<file path="src/rtl/fifo_nibble_uart_tx.sv">
// Drains a nibble FIFO two words at a time (low nibble first) and sends each byte as an
// 8N1 frame, CLKS_PER_BIT clocks per bit; waits in REQ_HI with the line idle if the FIFO runs dry.
module fifo_nibble_uart_tx #(
  parameter int WIDTH        = 4,
  parameter int CLKS_PER_BIT = 16
) (
  input  logic             clk,
  input  logic             rst_n,
  input  logic             fifo_empty,
  input  logic [WIDTH-1:0] fifo_rdata,
  output logic             fifo_rd_en,
  output logic             tx,
  output logic             busy,
  output logic             frame_done
);

  localparam int BITS   = 2 * WIDTH;
  localparam int BIT_W  = $clog2(BITS);
  localparam int BAUD_W = $clog2(CLKS_PER_BIT);
  localparam logic [BAUD_W-1:0] BAUD_LAST = BAUD_W'(CLKS_PER_BIT - 1);
  localparam logic [BIT_W-1:0]  BIT_LAST  = BIT_W'(BITS - 1);

  typedef enum logic [2:0] {
    IDLE, WAIT_LO, REQ_HI, WAIT_HI, START, DATA, STOP
  } state_t;

  state_t            state_q, state_d;
  logic [BITS-1:0]   data_q, data_d;
  logic [BIT_W-1:0]  bit_q, bit_d;
  logic [BAUD_W-1:0] baud_q, baud_d;
  logic              rd_en_q, rd_en_d;
  logic              tx_q, tx_d;
  logic              busy_q, busy_d;
  logic              done_q, done_d;
  logic              baud_last;

  assign baud_last = (baud_q == BAUD_LAST);

  always_comb begin
    state_d = state_q;
    data_d  = data_q;
    bit_d   = bit_q;
    baud_d  = baud_q;
    rd_en_d = 1'b0;

    unique case (state_q)
      IDLE: begin
        if (!fifo_empty) begin
          rd_en_d = 1'b1;
          state_d = WAIT_LO;
        end
      end
      // The strobe is on the wire this cycle and the FIFO presents the word alongside it.
      WAIT_LO: begin
        data_d[WIDTH-1:0] = fifo_rdata;
        state_d           = REQ_HI;
      end
      REQ_HI: begin
        if (!fifo_empty) begin
          rd_en_d = 1'b1;
          state_d = WAIT_HI;
        end
      end
      WAIT_HI: begin
        data_d[BITS-1:WIDTH] = fifo_rdata;
        bit_d                = '0;
        baud_d               = '0;
        state_d              = START;
      end
      START: begin
        if (baud_last) begin
          baud_d  = '0;
          state_d = DATA;
        end else begin
          baud_d = baud_q + 1'b1;
        end
      end
      DATA: begin
        if (baud_last) begin
          baud_d = '0;
          if (bit_q == BIT_LAST) begin
            state_d = STOP;
          end else begin
            bit_d = bit_q + 1'b1;
          end
        end else begin
          baud_d = baud_q + 1'b1;
        end
      end
      STOP: begin
        if (baud_last) begin
          baud_d  = '0;
          state_d = IDLE;
        end else begin
          baud_d = baud_q + 1'b1;
        end
      end
      default: state_d = IDLE;
    endcase

    // Outputs are computed from the next state so the flops line up with the state they describe.
    unique case (state_d)
      START:   tx_d = 1'b0;
      DATA:    tx_d = data_d[bit_d];
      default: tx_d = 1'b1;
    endcase
    busy_d = (state_d != IDLE);
    done_d = (state_d == STOP) && (baud_d == BAUD_LAST);
  end

  always_ff @(posedge clk or negedge rst_n) begin
    if (!rst_n) begin
      state_q <= IDLE;
      data_q  <= '0;
      bit_q   <= '0;
      baud_q  <= '0;
      rd_en_q <= 1'b0;
      tx_q    <= 1'b1;
      busy_q  <= 1'b0;
      done_q  <= 1'b0;
    end else begin
      state_q <= state_d;
      data_q  <= data_d;
      bit_q   <= bit_d;
      baud_q  <= baud_d;
      rd_en_q <= rd_en_d;
      tx_q    <= tx_d;
      busy_q  <= busy_d;
      done_q  <= done_d;
    end
  end

  assign fifo_rd_en = rd_en_q;
  assign tx         = tx_q;
  assign busy       = busy_q;
  assign frame_done = done_q;

endmodule

</file>
<file path="config.mk">
export PLATFORM = sky130hd
export DESIGN_NAME = fifo_nibble_uart_tx
export DESIGN_NICKNAME = d
export VERILOG_FILES = /design/src/rtl/fifo_nibble_uart_tx.sv
export SDC_FILE = /design/constraint.sdc
export NUM_CORES = 1
export LEC_CHECK = 0
export BUFFER_PORTS_ARGS = -buffer_cell sky130_fd_sc_hd__buf_2
export CORE_UTILIZATION = 55
export CTS_CLUSTER_DIAMETER = 100
export DETAILED_ROUTE_END_ITERATION = 7
export PLACE_DENSITY = 0.81
export SETUP_SLACK_MARGIN = 0.3
export SLEW_MARGIN = 10
export SYNTH_ARGS = -nofsm -noshare
export SYNTH_HDL_FRONTEND = slang
export SYNTH_SLANG_ARGS = --single-unit
</file>
<file path="constraint.sdc">
create_clock -name clk -period 2.6 [get_ports clk]
set_clock_uncertainty 0.2 [all_clocks]
set_input_delay 0.26 -clock clk [delete_from_list [all_inputs] [get_ports clk]]
set_output_delay 0.26 -clock clk [all_outputs]
set_load 0.1 [all_outputs]
</file>
## Word-level counts from Yosys, hierarchy flattened

Index checks and enable logic that the tools add are counted.

| storage, ports and cells | value |
|---|---|
| bits in registers | 22 |
| memories kept | 0 |
| bits in writable memories | 0 |
| input port bits | 7 |
| latch bits | 0 |
| output and inout port bits | 4 |
| logic and storage cells | 47 |
| memory bits (read-only) | 0 |

| cells by class | value |
|---|---|
| equality and inequality tests | 12 |
| magnitude comparators | 1 |
| divide/modulo/power cells | 0 |
| shifts and indexed selects | 0 |
| add/sub/neg operators | 2 |
| reductions and logical operators | 5 |
| bitwise operators | 0 |
| multiply operators | 0 |
| muxes and demuxes | 19 |

Operators with widths:

| cell | number |
|---|---|
| $mux W3 | 8 |
| $eq A3 B3 Y1 const B | 7 |
| $pmux W3 S7 | 1 |
| $mux W4 | 3 |
| $eq A4 B4 Y1 const B | 2 |
| $pmux W4 S2 | 1 |
| $eq A3 B2 Y1 const B | 2 |
| $pmux W3 S2 | 1 |
| $add A4 B1 Y4 const B | 1 |
| $lt A3 B4 Y1 const B | 1 |
| $add A3 B1 Y3 const B | 1 |
| $bmux W1 S3 | 1 |
| $eq A3 B1 Y1 const B | 1 |
| $logic_not A3 Y1 | 1 |
| $mux W1 | 3 |
| $reduce_bool A3 Y1 | 1 |
| $reduce_or A3 Y1 | 1 |
| $pmux W1 S2 | 1 |
| $reduce_or A2 Y1 | 1 |
| $logic_and A1 B1 Y1 | 1 |

## Depth between registers and ports, before layout

Gate-level depths: netlist of run 1.

| depth | value |
|---|---|
| depth after elaboration | 7 |
| gate-level depth with buffers | 8 |
| mapped depth without buffers | 7 |

## Least setup slack after synthesis of run 1

OpenSTA, ideal clock, no wires.

| path | value |
|---|---|
| path type | register to register |
| start | register bit_q[0] |
| end | register tx_q, in the netlist tx |
| data arrival time | 2.002 ns |
| setup slack | 0.300 ns |
| required time | 2.302 ns |
| buffers on the path | 1 |
| cell stages (with the launch flop) | 9 |
| period minus slack after synthesis | 2.300 ns |
| setup time | 0.098 ns |
| cells stage by stage | dfrtp_1 ha_1 and2_4 buf_6 or4_4 a21oi_1 nor3_1 o41ai_2 a31oi_1 |

| between the ends | value |
|---|---|
| longest elaborated chain between the ends | 7 |
| elaborated cells on any way between the ends | 13 |

RTL lines:

| what | RTL line | source |
|---|---|---|
| from (decl) | 29 | `logic [BIT_W-1:0] bit_q, bit_d;` |
| from (signal assigned) | 124 | `bit_q <= bit_d;` |
| $add A3 B1 Y3 / $eq A3 B3 Y1 (equally long branches) | 84, 81 |  |
| $mux W3 | 81 | `if (bit_q == BIT_LAST) begin` |
| $mux W3 | 79 | `if (baud_last) begin` |
| $pmux W3 S2 | 46 | `unique case (state_q)` |
| $bmux W1 S3 | 104 | `DATA: tx_d = data_d[bit_d];` |
| $mux W1 (not written as such) | 104 |  |
| $pmux W1 S2 * | 102 | `unique case (state_d)` |
| named net tx_d | 32 | `logic tx_q, tx_d;` |
| to (signal assigned) | 127 | `tx_q <= tx_d;` |
| to (decl) | 32 |  |

Mark *: on every way through the listed nets, which the timed path passes. The rest lies on a longest branch. The select of a mux whose other input is x is not followed.

## Final worst setup path of run 1

Same ends and word-level chain as after synthesis.

==> impl_metrics.json, run 1 <==
{
  "status": "finished clean",
  "cp_num_buf_inv": 0,
  "relSlewSlack": 0.671,
  "yosysSeqAreaShare": 0.448,
  "io_pins": 11,
  "p_leak_uw": 0.000664,
  "area.growth.synth_to_final_pct": 17.9,
  "slowest_stage": "or4_4",
  "finalSetupTns_ps": 0,
  "antenna_found_initial": 0,
  "syn_area_um2": 1230,
  "place_area_um2": 1300,
  "coreArea_um2": 2040,
  "ff2ff_path_depth": 7,
  "endpoint_kind": "flip-flop",
  "clockBufferDepth": 2,
  "insertion_delay_ps": 330,
  "crit_family": "simple AND/OR/NAND/NOR gates",
  "required_ps": 2650,
  "async_reset_ff_frac": 1.00,
  "fp.dieH_um": 49.3,
  "critPathLaunchType": "flip-flop",
  "floorplan.initialDensity": 0.604,
  "drt-pass1-iter-count": 4,
  "critPathArrivalTime_ps": 2290,
  "grt_pass1_vias": 935,
  "slew_violations": 0,
  "ant_nets": 0,
  "fmax_mhz": 446,
  "num-nets-final": 155,
  "tritoncts": "yes",
  "stdcell_count": 172,
  "cts.sinks": 22,
  "cts_made_buffers": 3,
  "synth_seq_cells": 22,
  "hpwl_mm": 1.85,
  "synth_common_cells": "dfrtp_1 (21), nand2_1 (19), nand3_1 (9)",
  "syn-instance-count": 125,
  "finalHoldViolCount": 0,
  "cp.depth": 7,
  "drc_errors": 0,
  "path_class": "flip-flop to flip-flop",
  "wl_per_cell_um": 15.3,
  "setup_viol": 0,
  "ff_latch_area_um2": 556,
  "synth_most_common_cell": "dfrtp_1",
  "synth.avg_cell_area_um2": 9.86,
  "grt_overflow": 0,
  "vdd_drop_max_uv": 997,
  "synth_top_area_share": 0.426,
  "grt_util_all_layers": 0.246,
  "detail_route.wirelength_mm": 2.64,
  "synth_edf_count": 0,
  "drtIter0Drc": 62,
  "whs_ps": 211,
  "cts.clk_slew.worst_paths_ps": 130,
  "worst_slew_pin_slew_ps": 493,
  "finalCritPeriodShare": 0.862,
  "yosysUniqueCellTypes": 43,
  "multi_input_area_um2": 663,
  "die_x_um": 49.3,
  "fp.dieArea_um2": 2430,
  "h-tree-depth": 1,
  "fin_crit_ps": 2240,
  "path_cells": "ha_2, and2_4, or4_4, a21oi_1, nor3_1, o41ai_2, a31oi_1",
  "layout_setup_ws_ps": 358,
  "power_density_nw_per_um2": 1080,
  "cap_violations": 0,
  "ys_dominant_reg_cell": "dfrtp_1",
  "hold_path_class": "primary input to asynchronous set/reset pin",
  "dp_worst_setup_slack_ps": 278,
  "synth_area_leaders": "dfrtp_1 (43%), nand2_1 (5.8%), mux2_2 (4.6%), nand3_1 (3.7%), mux2i_1 (3.2%)",
  "finalWeightedCongestion": 0.911,
  "rsz0062_at_grt": "no",
  "critPathMaxStageDelay_ps": 560,
  "dp_cells": 159,
  "grt_pass1_wl_mm": 4.40,
  "viasPerCell": 6.11,
  "synth_top_area_cell": "dfrtp_1",
  "drive_gt1_frac": 0.303,
  "rows": 16,
  "critPathMaxFanout": 7,
  "design_area_um2": 1450,
  "fill_cells": 151,
  "grt_max_degree": 23,
  "vias": 1051,
  "root_buffer": "clkbuf_4",
  "ys_warn_count": 0,
  "syn_nets": 134,
  "numPortBuffers": 10,
  "antenna_cells": 0
}
-- worst reg2reg max path: stages, from the launching register on --
cell	delay (ps)
dfrtp_2	440
ha_2	210
and2_4	190
or4_4	560
a21oi_1	170
nor3_1	60
o41ai_2	270
a31oi_1	70
-- routing by layer --
| layer | track usage | share of wire |
|---|---|---|
| met1 | 0.356 | 0.45 |
| met2 | 0.345 | 0.44 |
| met3 | 0.0530 | 0.088 |
| met4 | 0.123 | 0.024 |
| met5 | 0 | 0 |
-- registers in the layout (all words and copies together) (netlist names) --
register,count
data_q,8
baud_q,4
bit_q,3
state_q,3
busy,1
fifo_rd_en,1
frame_done,1
tx,1
-- power breakdown --
group          leakage [µW]  internal (µW)  switching (µW)  total (µW)
logic              0.000379            318             464         781
clock network     0.0000150           60.3             110         171
registers          0.000270            480             135         615
total              0.000664            858             709        1570
-- worst paths after layout --
path	startpoint	end	slack (ps)
setup / recovery	bit_q[0]$_DFF_PN0_	tx$_DFF_PN1_	360
hold / removal	rst_n	data_q[5]$_DFF_PN0_	210
setup reg to reg	bit_q[0]$_DFF_PN0_	tx$_DFF_PN1_	360
hold reg to reg	data_q[6]$_DFF_PN0_	data_q[6]$_DFF_PN0_	310
max in group asynchronous	rst_n	state_q[0]$_DFF_PN0_	1630
min in group clk	data_q[6]$_DFF_PN0_	data_q[6]$_DFF_PN0_	310
-- placed cells by master (no fill, tap or decap), types with 2 or more instances in the layout --
| cell type | instances |
|---|---|
| nor4_1 | 2 |
| buf_2 | 10 |
| o31a_1 | 2 |
| mux2i_1 | 4 |
| a31oi_1 | 3 |
| inv_1 | 4 |
| nor2_1 | 2 |
| a21oi_1 | 5 |
| nand3_1 | 9 |
| or2_2 | 2 |
| nor2b_1 | 2 |
| buf_4 | 6 |
| o21ai_0 | 7 |
| and3_1 | 2 |
| mux2_2 | 5 |
| nand2_1 | 19 |
| dlygate4sd3_1 | 6 |
| dfrtp_2 | 3 |
| dfrtp_1 | 18 |
| clkbuf_4 | 3 |
| nor3_1 | 5 |
-- through the flow --
| stage | total power [µW] | util |
|---|---|---|
| 2_1_floorplan | 1180 | - |
| 3_3_place_gp | 1310 | 0.638 |
| 3_5_place_dp | 1330 | 0.638 |
| 4_1_cts | 1510 | 0.686 |
| 5_1_grt | 1670 | 0.711 |
| 6_report | 1570 | 0.711 |
-- cell type report --
class | count | share of cell area
multi-input cells | 92 | 0.457
flip-flops and latches | 22 | 0.382
repair buffers | 22 | 0.107
well taps | 27 | 0.0233
clock buffers | 4 | 0.0181
inverters | 5 | 0.0129
-- logic make-up (layout without fill, tap and decap cells) --
logic type,count (synthesis),after routing,share of synthesized area
and+or+nand+nor,53,53,0.242
buffers and inverters,11,31,0.0436
AOI/OAI and AO/OA,27,27,0.161
xor gates and xnor gates,1,1,0.00711
adders and majority gates,2,2,0.0203
muxes,9,9,0.0782
DFF,22,22,0.448
-- timing repair --
item                                    CTS  global route
setup buffers                             1             2
hold buffers                              6             0
endpoints found under the setup margin    1             2
resized for setup                         2             7
endpoints found under the hold margin    28             0
gates cloned                              0             0
No activity file was read; power rests on OpenSTA's default activity.
==> run 2: changes to the inputs <==
- ABC_AREA: not set -> 1
==> run 2 against run 1 <==
  * Sequential power down 10%
  * Synthesized area down 6.1%
  * Critical path type unchanged
  * Critical endpoint unchanged
  * Setup slack better by 380 ps
  * Cell count up 7.0%
  * Register-to-register slack better by 380 ps
  * Synthesized cell count up 12%
  * Sequential share of layout area up 3.5 points
  * First-iteration DRC count down 61%
==> impl_metrics.json, run 2 <==
{
  "status": "finished clean",
  "grt_max_degree": 23,
  "syn_area_um2": 1160,
  "yosysUniqueCellTypes": 25,
  "switchingPower_uw": 661,
  "numPortBuffers": 10,
  "ctsResizeCount": 0,
  "wl_met1_mm": 1.07,
  "drive_gt1_frac": 0.236,
  "antenna_found_initial": 0,
  "pwr-share-seq": 0.370,
  "endpoint_kind": "flip-flop",
  "finalCritPeriodShare": 0.715,
  "cts_made_buffers": 3,
  "mostFrequentLayoutCells": "nand2_1 (27), inv_1 (24), dfrtp_1 (21)",
  "hold_path_class": "primary input to flip-flop",
  "grt_util_all_layers": 0.228,
  "finalSetupTns_ps": 0,
  "drtIter0Drc": 24,
  "stdcell_count": 184,
  "top_layer": "met4",
  "finalWeightedCongestion": 0.847,
  "met3WireLength_um": 40,
  "synth_area_leaders": "dfrtp_1 (45%), nand2_1 (8.8%), nand3_1 (7.8%), inv_1 (7.8%), nor2_1 (3.2%)",
  "critPathMaxFanout": 5,
  "synth_edf_count": 0,
  "fill_cells": 174,
  "root_buffer": "clkbuf_4",
  "grt_pass1_wl_mm": 3.57,
  "drt-pass1-iter-count": 5,
  "cts.clk_slew.worst_paths_ps": 120,
  "grt_pass1_vias": 871,
  "p_sw_frac": 0.444,
  "drc_errors": 0,
  "regMostFlops": "data_q",
  "synth_top_area_cell": "dfrtp_1",
  "synth_common_cells": "nand2_1 (27), inv_1 (24), dfrtp_1 (21)",
  "h-tree-depth": 1,
  "intPower_uw": 830,
  "ant_nets": 0,
  "async_reset_ff_frac": 1.00,
  "whs_ps": 34.3,
  "syn_nets": 149,
  "dp_cells": 176,
  "critPathLaunchType": "flip-flop",
  "vdd_drop_max_uv": 693,
  "viasPerCell": 5.09,
  "cap_violations": 0,
  "antenna_cells": 0,
  "rows": 16,
  "multi_input_area_um2": 488,
  "grt_overflow": 0,
  "wl_per_cell_um": 12.3,
  "setup_viol": 0,
  "tritoncts": "yes",
  "synth_top_area_share": 0.454,
  "reg_top3": "data_q (8), baud_q (4)",
  "floorplan.initialDensity": 0.590,
  "slew_violations": 0,
  "ys_dominant_reg_cell": "dfrtp_1",
  "ff_latch_area_um2": 552,
  "ys_warn_count": 0,
  "syn-instance-count": 140,
  "largest_reg_flops": 8,
  "fp.dieH_um": 47.9,
  "hpwl_mm": 1.64,
  "place_area_um2": 1230,
  "power_density_nw_per_um2": 1130,
  "synth_most_common_cell": "nand2_1",
  "critPathArrivalTime_ps": 1920,
  "synth_seq_cells": 22,
  "cts.sinks": 22,
  "yosysSeqAreaShare": 0.477,
  "coreArea_um2": 1960,
  "synth.avg_cell_area_um2": 8.27,
  "fp.dieArea_um2": 2290,
  "area.growth.synth_to_final_pct": 14.3,
  "io_pins": 11,
  "final_common_cell": "nand2_1",
  "p_clk_frac": 0.175,
  "worst_slew_pin_slew_ps": 491,
  "die_x_um": 47.9,
  "met2_length_mm": 1.10,
  "fmax_mhz": 538,
  "insertion_delay_ps": 310,
  "required_ps": 2660,
  "rsz0062_at_grt": "no",
  "combPwrFrac": 0.455,
  "detail_route.wirelength_mm": 2.27,
  "design_area_um2": 1320,
  "finalHoldViolCount": 0,
  "vias": 936,
  "fin_crit_ps": 1860,
  "path_class": "flip-flop to flip-flop",
  "clockBufferDepth": 2,
  "num-nets-final": 167,
  "relSlewSlack": 0.673,
  "p_leak_uw": 0.000687
}
==> run 2: cell count changes after synthesis, moves of 8 or more <==
cell | previous run | this run
inv_1 | 4 | 24
nand3_1 | 9 | 18
nand2_1 | 19 | 27
nor2_1 | 2 | 10
==> run 2: per-stage QoR <==
| stage | util | worst slack, ps | total power (µW) |
|---|---|---|---|
| finish | 0.674 | 741 | 1490 |
| global route | 0.674 | 552 | 1590 |
| CTS | 0.674 | 745 | 1490 |
| detailed placement | 0.627 | 783 | 1220 |
| global placement | 0.627 | 847 | 1210 |
| floorplan | - | 954 | 1090 |
==> run 2: layer usage <==
layer	global-route usage	up-vias
met2	0.373	9
met3	0.0302	7
li1	-	480
met5	0	-
met1	0.297	440
met4	0.111	0
==> run 2: power by group through the flow <==
| stage | Clock (µW) | Combinational (µW) | Sequential, µW |
|---|---|---|---|
| final | 261 | 679 | 551 |
| after global routing | 275 | 751 | 567 |
| after CTS | 265 | 678 | 550 |
| after detailed placement | 0 | 667 | 558 |
| after global placement | 0 | 656 | 552 |
| after floorplan | 0 | 425 | 669 |
==> run 2: what timing repair did <==
action                    in CTS  in global routing
hold buffers                   4                  0
setup buffers                  0                  0
hold endpoints to repair      24                  0
==> run 2: critical path: stages, from the launching register on <==
cell	delay, ps
dfrtp_1	410
ha_1	180
nand3_1	160
nor2_1	230
nand3_2	170
nand2_4	130
nand2_1	60
nand3_1	70
nand3b_1	80
nand3_1	70
nand2_1	50
==> run 2: area by class of cell <==
type	count	share of cell area
inverter	28	0.0804
sequential	22	0.417
multi-input combinational	89	0.369
timing repair buffer	14	0.0681
clock buffer	3	0.0170
tap	27	0.0255
clock inverter	1	0.0227
==> run 2: cell families (layout without fill, tap and decap cells) <==
kind of cell             Yosys count  after routing  share of synthesized area
AND/OR/NAND/NOR                   72             72                      0.309
buffers and inverters             29             46                      0.102
AO/OA/AOI/OAI                     14             14                     0.0832
XOR/XNOR                           1              1                    0.00757
adder cells (fa/ha/maj)            2              2                     0.0216
flip-flops                        22             22                      0.477
==> run 2: final timing paths <==
path                                     startpoint             endpoint  slack (ps)  cells past startpoint
min in group asynchronous                     rst_n  baud_q[3]$_DFF_PN0_         250                      2
worst max-delay path            baud_q[0]$_DFF_PN0_         tx$_DFF_PN1_         740                     10
worst min-delay path                  fifo_rdata[1]  data_q[5]$_DFF_PN0_          30                      3
worst min register to register  data_q[6]$_DFF_PN0_  data_q[6]$_DFF_PN0_         360                      2
worst max register to register  baud_q[0]$_DFF_PN0_         tx$_DFF_PN1_         740                     10
max in group asynchronous                     rst_n         tx$_DFF_PN1_        1600                      2
==> run 3: changes to the inputs <==
- ABC_AREA: 1 -> 0
- CORE_UTILIZATION: 55 -> 52
- PLACE_DENSITY: 0.81 -> 0.8
- clock period: 2.6 -> 1.6 ns (I/O delays scaled with it)
==> run 3 against run 2 <==
  * The flow now stops in 5_1_grt
  * Synthesized cell count decreased by 11%
  * Synthesized area increased by 6.5%
==> impl_metrics.json, run 3 <==
{
  "stop_stage": "5_1_grt",
  "yosysSeqAreaShare": 0.448,
  "synth_most_common_cell": "dfrtp_1",
  "ys_warn_count": 0,
  "io_pins": 11,
  "synth_top_area_share": 0.426,
  "numPortBuffers": 10,
  "syn_area_um2": 1230,
  "h-tree-depth": 1,
  "finalWeightedCongestion": 0.973,
  "antenna_found_initial": 1,
  "synth_seq_cells": 22,
  "root_buffer": "clkbuf_4",
  "synth_edf_count": 0,
  "grt_util_all_layers": 0.725,
  "syn-instance-count": 125,
  "error": "[ERROR GRT-0232] Routing congestion too high. Check the congestion heatmap in the GUI.",
  "ys_dominant_reg_cell": "dfrtp_1",
  "worst_endpoint": "tx$_DFF_PN1_/D",
  "fp.dieH_um": 50.7,
  "dp_cells": 190,
  "hpwl_mm": 2.44,
  "dp_worst_setup_slack_ps": -571,
  "rows": 17,
  "synth_area_leaders": "dfrtp_1 (43%), nand2_1 (5.8%), mux2_2 (4.6%), nand3_1 (3.7%), mux2i_1 (3.2%)",
  "clockBufferDepth": 2,
  "grt_max_degree": 23,
  "cts.sinks": 22,
  "floorplan.initialDensity": 0.552,
  "status": "aborted with a tool error",
  "synth_top_area_cell": "dfrtp_1",
  "syn_nets": 134,
  "yosysUniqueCellTypes": 43,
  "grt_overflow": 18,
  "synth.avg_cell_area_um2": 9.86,
  "die_x_um": 50.7,
  "synth_common_cells": "dfrtp_1 (21), nand2_1 (19), nand3_1 (9)",
  "endpoint_type": "register data pin",
  "cts_made_buffers": 3,
  "async_reset_ff_frac": 1.00
}
[run 3: cell types whose count changed after synthesis, moves of 5 or more]
| cell | previous run | this run |
|---|---|---|
| a21oi_1 | 0 | 5 |
| inv_1 | 24 | 4 |
| mux2_2 | 0 | 5 |
| nand2_1 | 27 | 19 |
| nand2_2 | 5 | 0 |
| nand3_1 | 18 | 9 |
| nor2_1 | 10 | 2 |
[run 3: kinds of logic after synthesis]
| family | Yosys count | synth area share |
|---|---|---|
| flip-flops | 22 | 0.448 |
| XOR/XNOR | 1 | 0.00711 |
| multiplexers | 9 | 0.0782 |
| AND/OR/NAND/NOR | 53 | 0.242 |
| buffers and inverters | 11 | 0.0436 |
| AO/OA/AOI/OAI | 27 | 0.161 |
| adder cells (fa/ha/maj) | 2 | 0.0203 |
[run 3: per-layer routing]
| layer | GRT usage | overflow |
|---|---|---|
| met1 | 0.777 | 0 |
| met4 | 0.810 | 13 |
| met3 | 0.488 | 0 |
| met5 | 0 | 0 |
| met2 | 0.864 | 5 |
[run 3: what timing repair did]
item / CTS
setup endpoints to repair: 25
cloned: 0
hold endpoints to repair: 30
pin swaps: 13
hold buffers: 3
buffers inserted: 18
resized for setup: 44
[run 3: stage by stage]
stage / instance area (µm²) / hold WS, ps / TNS, ps
after CTS: 1990 / -127 / -2150
after detailed placement: 1630 / -49.5 / -2050
after global placement: 1630 / -60.1 / -1540
after floorplan: 1330 / -336 / -1380
==> run 4: changes to the inputs <==
- CORE_AREA: not set -> 2 2 63 65
- CORE_UTILIZATION: 52 -> not set
- CTS_CLUSTER_DIAMETER: 100 -> not set
- DIE_AREA: not set -> 0 0 65 67
- PLACE_DENSITY: 0.8 -> not set
- PLACE_DENSITY_LB_ADDON: not set -> 0.15
- SETUP_SLACK_MARGIN: 0.3 -> not set
- clock period: 1.6 -> 2.08 ns (I/O delays scaled with it)
==> run 4 against run 3 <==
  * The flow now finishes, with violations (setup timing)
==> impl_metrics.json, run 4 (synthesis gave the netlist of run 1 again) <==
{
  "grt_pass1_wl_mm": 5.07,
  "final_common_cell": "buf_4",
  "regMostFlops": "data_q",
  "ff_latch_area_um2": 553,
  "cts.clk_slew.worst_paths_ps": 80,
  "critPathLaunchType": "flip-flop",
  "drtIter0Drc": 39,
  "p_leak_uw": 0.000783,
  "floorplan.initialDensity": 0.342,
  "layout_setup_ws_ps": -54.4,
  "detail_route.wirelength_mm": 3.03,
  "hpwl_mm": 2.34,
  "multi_input_area_um2": 666,
  "drc_errors": 0,
  "cap_violations": 0,
  "rsz0062_at_grt": "yes",
  "stdcell_count": 213,
  "antenna_cells": 0,
  "ant_nets": 0,
  "io_pins": 11,
  "wl_per_cell_um": 14.2,
  "fill_cells": 362,
  "fp.dieH_um": 67,
  "num-nets-final": 175,
  "grt_pass1_vias": 1068,
  "worst_slew_pin_slew_ps": 491,
  "critPathArrivalTime_ps": 2130,
  "fin_crit_ps": 2130,
  "cts_made_buffers": 3,
  "critPathMaxFanout": 5,
  "finalHoldViolCount": 0,
  "endpoint_kind": "flip-flop",
  "setup_viol": 1,
  "rows": 22,
  "die_x_um": 65,
  "vdd_drop_max_uv": 442,
  "grt_util_all_layers": 0.156,
  "power_uw": 2310,
  "grt_max_degree": 23,
  "drive_gt1_frac": 0.418,
  "area.growth.synth_to_final_pct": 35.4,
  "antenna_found_initial": 0,
  "root_buffer": "clkbuf_8",
  "required_ps": 2070,
  "tritoncts": "yes",
  "insertion_delay_ps": 270,
  "hold_path_class": "primary input to flip-flop",
  "violations": "setup timing",
  "relSlewSlack": 0.673,
  "grt_overflow": 0,
  "largest_reg_flops": 8,
  "path_class": "flip-flop to flip-flop",
  "fp.dieArea_um2": 4360,
  "h-tree-depth": 1,
  "reg_top3": "data_q (8), baud_q (4)",
  "finalWeightedCongestion": 0.803,
  "mostFrequentLayoutCells": "buf_4 (28), dfrtp_1 (20), nand2_1 (19)",
  "fmax_mhz": 469,
  "finalCritPeriodShare": 1.03,
  "numPortBuffers": 10,
  "drt-pass1-iter-count": 4,
  "coreArea_um2": 3610,
  "slew_violations": 0,
  "clockBufferDepth": 2,
  "power_density_nw_per_um2": 1380,
  "vias": 1081,
  "status": "finished, violations left",
  "dp_cells": 203,
  "viasPerCell": 5.08,
  "cts.sinks": 22
}
==> run 4: report_power, final <==
part / switching [µW] / internal (µW)
Clock: 145 / 257
Sequential: 133 / 599
Combinational: 657 / 515
==> run 4: worst max-delay path, stage by stage (launching register included) <==
cell,delay (ps)
dfrtp_1,390
ha_2,190
and2_4,170
or4_4,520
a21oi_2,170
nor3_2,60
o41ai_2,280
a31oi_1,80
==> run 4: per-layer routing <==
layer	wire length, µm	GRT usage
met5	0	0
met4	41	0.0559
met3	100	0.0253
met2	1470	0.272
met1	1420	0.193
==> run 4: layout make-up <==
cell class,count,share of cell area
multi-input combinational,92,0.399
sequential,22,0.331
timing repair buffer,42,0.180
tap,48,0.0360
clock buffer,3,0.0247
clock inverter,1,0.0180
inverter,5,0.0112
==> run 4: what timing repair did <==
| item | 4_1_cts | 5_1_grt |
|---|---|---|
| setup endpoints to repair | 2 | 2 |
| pin swaps | 1 | 1 |
| buffers inserted | 1 | 1 |
| resized for setup | 4 | 4 |
| hold buffers | 4 | 0 |
| endpoints found under the hold margin | 24 | 0 |
==> run 4: per-stage QoR <==
step | instance area (µm²) | utilization | setup TNS (ps) | setup WS, ps | hold slack (ps)
floorplan | 1240 | - | -144 | -144 | -288
global placement | 1510 | 0.418 | -89.2 | -47.8 | 2.99
detailed placement | 1510 | 0.418 | -157 | -109 | 10.2
CTS | 1650 | 0.457 | -39.5 | -39.5 | 4.18
global route | 1670 | 0.463 | -174 | -107 | 10.4
finish | 1670 | 0.463 | -54.4 | -54.4 | 4.49
==> run 4: worst paths after layout <==
check	from	to	cells after the start	slack, ps
setup / recovery	bit_q[1]$_DFF_PN0_	tx$_DFF_PN1_	7	-50
hold / removal	fifo_rdata[0]	data_q[4]$_DFF_PN0_	3	4
setup reg to reg	bit_q[1]$_DFF_PN0_	tx$_DFF_PN1_	7	-50
hold reg to reg	data_q[0]$_DFF_PN0_	data_q[0]$_DFF_PN0_	1	310
max in group asynchronous	rst_n	state_q[0]$_DFF_PN0_	2	1090
min in group asynchronous	rst_n	state_q[2]$_DFF_PN0_	2	230
